`src/rtl/instruction_fetch_mem.sv`:
```
// Instruction memory with a power-up clear sequence, a program-load write port,
// and a stallable one-cycle-latency fetch port with range checking.
module instruction_fetch_mem #(
    parameter int unsigned DW          = 32,
    parameter int unsigned AW          = 32,
    parameter int unsigned DEPTH       = 32,
    parameter int unsigned WRITE_FIRST = 1
) (
    input  logic          clka,
    input  logic          rsta,
    input  logic          wea,
    input  logic [AW-1:0] addra,
    input  logic [DW-1:0] dina,
    output logic          load_err,
    input  logic          fetch_req,
    input  logic [AW-1:0] fetch_addr,
    input  logic          fetch_stall,
    output logic          fetch_ready,
    output logic [DW-1:0] douta,
    output logic          douta_valid,
    output logic          addr_err,
    output logic          init_done
);

    localparam int unsigned IW = (DEPTH > 1) ? $clog2(DEPTH) : 1;

    typedef enum logic {
        CLEAR = 1'b0,
        RUN   = 1'b1
    } state_t;

    state_t        state_q, state_d;
    logic [IW-1:0] clr_cnt_q, clr_cnt_d;
    logic [DW-1:0] douta_q, douta_d;
    logic          douta_valid_q, douta_valid_d;
    logic          addr_err_q, addr_err_d;
    logic          load_err_q, load_err_d;

    logic [DW-1:0] mem_q [DEPTH];

    logic          fetchInRange;
    logic          loadInRange;
    logic          accept;
    logic          collision;
    logic [DW-1:0] readData;
    logic          memWriteEn;
    logic [IW-1:0] memWriteIdx;
    logic [DW-1:0] memWriteData;

    assign fetchInRange = (fetch_addr < AW'(DEPTH));
    assign loadInRange  = (addra < AW'(DEPTH));

    // Reset gates readiness so an edge with rsta high never counts as an acceptance.
    assign fetch_ready  = (state_q == RUN) && !fetch_stall && !rsta;
    assign accept       = fetch_req && fetch_ready;
    assign collision    = wea && loadInRange && (addra == fetch_addr);

    // mem_q still holds the pre-write word at the edge, so read-first falls out naturally.
    assign readData = ((WRITE_FIRST != 0) && collision) ? dina : mem_q[fetch_addr[IW-1:0]];

    always_comb begin
        memWriteEn   = 1'b0;
        memWriteIdx  = '0;
        memWriteData = '0;
        if (!rsta) begin
            if (state_q == CLEAR) begin
                memWriteEn  = 1'b1;
                memWriteIdx = clr_cnt_q;
            end else if (wea && loadInRange) begin
                memWriteEn   = 1'b1;
                memWriteIdx  = addra[IW-1:0];
                memWriteData = dina;
            end
        end
    end

    always_comb begin
        state_d       = state_q;
        clr_cnt_d     = clr_cnt_q;
        douta_d       = douta_q;
        douta_valid_d = douta_valid_q;
        addr_err_d    = addr_err_q;
        load_err_d    = 1'b0;

        case (state_q)
            CLEAR: begin
                clr_cnt_d = clr_cnt_q + 1'b1;
                if (clr_cnt_q == IW'(DEPTH - 1)) begin
                    state_d = RUN;
                end
            end
            RUN: begin
                load_err_d = wea && !loadInRange;
            end
            default: begin
                state_d = CLEAR;
            end
        endcase

        if (accept) begin
            douta_d       = fetchInRange ? readData : '0;
            addr_err_d    = !fetchInRange;
            douta_valid_d = 1'b1;
        end else if (!fetch_stall) begin
            douta_valid_d = 1'b0;
        end
    end

    always_ff @(posedge clka) begin
        if (rsta) begin
            state_q       <= CLEAR;
            clr_cnt_q     <= '0;
            douta_q       <= '0;
            douta_valid_q <= 1'b0;
            addr_err_q    <= 1'b0;
            load_err_q    <= 1'b0;
        end else begin
            state_q       <= state_d;
            clr_cnt_q     <= clr_cnt_d;
            douta_q       <= douta_d;
            douta_valid_q <= douta_valid_d;
            addr_err_q    <= addr_err_d;
            load_err_q    <= load_err_d;
        end
    end

    always_ff @(posedge clka) begin
        if (memWriteEn) begin
            mem_q[memWriteIdx] <= memWriteData;
        end
    end

    assign douta       = douta_q;
    assign douta_valid = douta_valid_q;
    assign addr_err    = addr_err_q;
    assign load_err    = load_err_q;
    assign init_done   = (state_q == RUN);

endmodule

```
`config.mk`:
```
export PLATFORM = sky130hd
export DESIGN_NAME = instruction_fetch_mem
export DESIGN_NICKNAME = d
export VERILOG_FILES = /design/src/rtl/instruction_fetch_mem.sv
export SDC_FILE = /design/constraint.sdc
export NUM_CORES = 1
export LEC_CHECK = 0
export CORE_UTILIZATION = 50
export DETAILED_ROUTE_END_ITERATION = 8
export PLACE_DENSITY = 0.77
export SLEW_MARGIN = 20
export SYNTH_ARGS = -nofsm -noshare
export SYNTH_HDL_FRONTEND = slang
export SYNTH_SLANG_ARGS = --single-unit
```
`constraint.sdc`:
```
create_clock -name clka -period 3.7 [get_ports clka]
set_input_delay 0.74 -clock clka [delete_from_list [all_inputs] [get_ports clka]]
set_output_delay 0.74 -clock clka [all_outputs]
set_load 0.01 [all_outputs]
```
After elaboration in Yosys (flattened, before gate mapping)
Memories as Yosys holds them, arrays and structs flattened. Index checks and enable logic that the tools add are counted.

Register bits: 41. RAM bits: 1024. Input port bits: 101. Output and inout bits: 37. Word-level logic and storage cells: 42. Memories: 1.

Memories: mem_q (words 32, bits a word 32, read ports 1, clocked after Yosys merged registers in 0, write ports 1, line 39) `logic [DW-1:0] mem_q [DEPTH];`.

Add/sub/neg operators: 1. Magnitude comparators: 2. Equality and inequality tests: 3. Multiplexer cells: 17. Bitwise logic cells: 1. Reduce and logical (&&, ||, !) cells: 11.

Operators by type and width (count): 2-to-1 mux 32 bit (5); < comparator 32 x 6 -> 1 bit (second input constant) (2); == test 32 bit (1); 2-to-1 mux 5 bit (3); 2-to-1 mux 1 bit (9); logical AND 1 bit (6); adder 5 x 1 -> 5 bit (second input constant) (1); == test 5 bit (second input constant) (1); logical NOT 1 bit (4); inequality test 2 x 1 -> 1 bit (second input constant) (1); OR reduction 2 bit (1); NOT 1 bit (1).

Depth between registers and ports, before layout
Depth after elaboration: 7. Mapped depth: 10. Gate-level depth less buffers: 6.

Worst setup path after synthesis
OpenSTA, ideal clock, no wires.

Path type: input-to-reg. Start: input addra[28]. End: memory mem_q[12][0], enable pin. Library setup time: 0.421 ns. Data arrival time: 3.166 ns. Required time: 3.279 ns. Slack: 0.113 ns. Stages on the path: 6. Path buffers: 0. Cell sequence: nor4_1 > and4_1 > nand3_2 > o21ai_0 > nand3_1 > nor2_1.

Longest elaborated chain between the ends: 7. Elaborated cells on any way between the ends: 10. Classes of those cells: order compare: 1; mux: 8; reduce/logical: 1.

Ends and longest elaborated chain: from (decl) (line 12) `input logic [AW-1:0] addra,`; < comparator 32 x 6 -> 1 bit * (line 51) `assign loadInRange = (addra < AW'(DEPTH));`; logical AND 1 bit * (line 69) `end else if (wea && loadInRange) begin`; 2-to-1 mux 1 bit (line 69); 2-to-1 mux 1 bit (line 66) `if (state_q == CLEAR) begin`; 2-to-1 mux 1 bit (line 65) `if (!rsta) begin`; 2-to-1 mux 1 bit (line 128) `if (memWriteEn) begin`; 2-to-1 mux 1 bit (implied by the code) (line 129) `mem_q[memWriteIdx] <= memWriteData;`; to (decl) (line 39).

Every way passes the cells marked *; elsewhere a longest branch is shown, timed or not.

Worst setup path after layout
Start: register state_q, in the netlist init_done. End: output fetch_ready.

Longest elaborated chain between the ends: 2.

Ends and longest elaborated chain: from (decl) (line 32) `state_t state_q, state_d;`; from (signal assigned) (line 118) `state_q <= state_d;`; logical AND 1 bit (2 in a row) (line 54) `assign fetch_ready = (state_q == RUN) && !fetch_stall && !rsta;`; to (decl) (line 18) `output logic fetch_ready,`.

No other way between the ends.

==> results_dict.tcl <==
set metrics [dict create \
    hold_viol_final 0 \
    p_leak_nw 13.59 \
    die_x_um 291.4 \
    nets 2401 \
    synth_simple_gate_area_share_pct 3.350 \
    synth_top_family_by_area "multiplexers" \
    num_rows 105 \
    syn_to_final_growth_pct 18.87 \
    rsz0062_at_grt "false" \
    cts_tree "done" \
    antennaDiodeCount 0 \
    cts_made_buffers 101 \
    vias 21908 \
    routed_wirelength_um 102900 \
    io_pins 138 \
    io_buffers 137 \
    holdBufCountCts 0 \
    synth_compound_area_share_pct 3.515 \
    crit_chain "nand2b_1 -> nor2_4 -> clkdlybuf4s50_1" \
    pre_cts_ws_ns 0.03680 \
    arrival_ns 2.70 \
    crit_type "reg2out" \
    slowest_stage "dfxtp_1" \
    fin_ws_ns 0.2649 \
    vias_per_cell 6.337 \
    synth-edff-count 1024 \
    synthFlopType "edfxtp_1" \
    synth_warnings 0 \
    worstHoldPathType "reg2reg" \
    power_frac_comb_pct 3.9 \
    switching_share_pct 20.30 \
    synth_fp_nets 2128 \
    core_area_um2 82500 \
    clockBufferDepth 3 \
    root_buffer "clkbuf_16" \
    synth_top_cell_by_area "edfxtp_1" \
    synthAdderAreaFrac_pct 0.05978 \
    grt-ovfl-total 0 \
    fin_worst_skew_ns 0.03105 \
    drt-initial-drc-count 2510 \
    synthArstFlopShare_pct 0 \
    drive_gt1_share_pct 25.68 \
    grt_first_pass_wirelength_um 150200 \
    track_usage_pct 24.43 \
    setup_violations 0 \
    finalSetupTns_ns 0 \
    post_cts_resized 0 \
    ff_latch_area_um2 31570 \
    required_ns 2.96 \
    dpl.hpwl_um 60390 \
    start_util_pct 50.74 \
    power_frac_clock_pct 42.7 \
    wl_per_cell_um 29.75 \
    synth_cells 2025 \
    grt_antenna_before_repair 1 \
    post-cts-setup-buffer-count 0 \
    synth_cell_type_count 40 \
    clk_pin_slew_worst_paths_ns 0.06 \
    relSlewSlack_pct 30.98 \
    drc 0 \
    clock_latency_ns 0.68 \
    endpoint_kind "primary output" \
    die-area_um2 84890 \
    post-route-period-util_pct 92.84 \
    netlist.area_leader.share_pct 73.45 \
    synth_xor_area_share_pct 0.7323 \
    power_density_nw_per_um2 493.7 \
    chipHeight_um 291.4 \
    place.gp.congestion 0.9501 \
    ys_seq_elements 1065 \
    min_period_ns 3.435 \
    cap_violations 0 \
    synth.area.top_cells "edfxtp_1 (73%), mux4_2 (14%), a211oi_1 (2.3%)" \
    multi_input_area_um2 9920 \
    internal_power_mw 19.58 \
    slew_viol_final 0 \
    syn_area_per_cell_um2 20.67 \
    grt_max_degree 129 \
    clkSinkCount 1065 \
    vdd_drop_max_mv 0.4289 \
    synth_area_um2 41860 \
    synth_most_common_cell "edfxtp_1" \
    drt-pass1-iter-count 5 \
    nFillCells 5545 \
    status "complete, no violations" \
    cp-start-kind "register" \
    grt_pass1_vias 22496 \
    netlist_top_cells_count "edfxtp_1 (1024), mux4_2 (256), a211oi_1 (129)" \
    crit_path_max_fanout 20 \
    fmaxAchievable_ghz 0.2911 \
    synthMuxAreaShare_pct 15.42 \
    synth_seq_area_share_pct 75.41 \
    cpPeakStageDelay_ns 0.90 \
    p_seq_share_pct 53.4 \
    antenna_left 0 \
    tightest_slew_ns 1.029 \
    p_sw_mw 4.987 \
    htree_levels 3 \
]
## cells in the final DEF, fill, tap and decap left out, types with 34 or more instances in the layout
| cell type | instances |
|---|---|
| edfxtp_1 | 1024 |
| mux4_2 | 256 |
| clkdlybuf4s50_1 | 132 |
| a211oi_1 | 129 |
| clkbuf_16 | 102 |
| buf_12 | 81 |
| buf_4 | 74 |
| mux2i_1 | 69 |
| nor2b_1 | 66 |
| nand2_1 | 48 |
| nor2_1 | 43 |
| dfxtp_1 | 41 |
| a21oi_1 | 35 |
| xor2_1 | 34 |
## path summary, 6_finish.rpt
check,startpoint,endpoint,slack (ns),cells after the start
setup / recovery,init_done$_SDFF_PP0_,fetch_ready,0.26,3
hold / removal,douta[4]$_SDFFE_PP0P_,douta[4]$_SDFFE_PP0P_,0.47,2
setup reg to reg,init_done$_SDFF_PP0_,douta[0]$_SDFFE_PP0P_,0.60,6
hold reg to reg,douta[4]$_SDFFE_PP0P_,douta[4]$_SDFFE_PP0P_,0.47,2
## metal layers
metal  global-route usage [%]  wire length (um)
met5                        0                 0
met3                    5.795             11520
met1                    33.26             38450
met2                    38.98             49410
met4                    8.331              3479
## critical path: cells and delay by family (launching register included)
| family | cells | cell delay, ns |
|---|---|---|
| DFF | 1 | 0.90 |
| and+or+nand+nor | 2 | 0.58 |
| buffers and inverters | 1 | 0.57 |
## state kept, by name (all words and copies together) (netlist names)
signal	cells
douta_valid	1
clr_cnt_q	5
douta	32
mem_q	1024
init_done	1
load_err	1
addr_err	1
## power by group through the flow
stage	Clock (mW)	Combinational, mW	Sequential (mW)
2_1_floorplan	0	0.541	13.4
3_3_place_gp	0	0.936	13.4
3_5_place_dp	0	0.949	13.4
4_1_cts	10.6	0.959	13.1
5_1_grt	11.0	1.01	13.1
6_report	10.5	0.961	13.1
## layout make-up
class	count	share of cell area, %
Multi-Input combinational cell	835	19.93
Clock buffer	138	5.502
Clock inverter	54	1.270
Sequential cell	1065	63.44
Tap cell	1070	2.690
Inverter	4	0.03017
Timing Repair Buffer	291	7.128
## stage by stage
step | util (%) | instances | hold WS (ns) | instance area [um2] | power, mW
2_1_floorplan | - | 2025 | 0.4786 | 41860 | 13.90
3_3_place_gp | 56.23 | 3265 | 0.4397 | 46390 | 14.30
3_5_place_dp | 56.23 | 3265 | 0.4573 | 46390 | 14.32
4_1_cts | 60.31 | 3457 | 0.4681 | 49760 | 24.66
5_1_grt | 60.31 | 3457 | 0.4854 | 49760 | 25.15
6_report | 60.31 | 3457 | 0.4669 | 49760 | 24.56
## kinds of logic after synthesis
family	Yosys count
DFF	1065
muxes	325
and+or+nand+nor	271
AOI/OAI and AO/OA	202
buffers and inverters	125
xor gates and xnor gates	35
adders and majority gates	2
(Power assumes the default switching activity.)
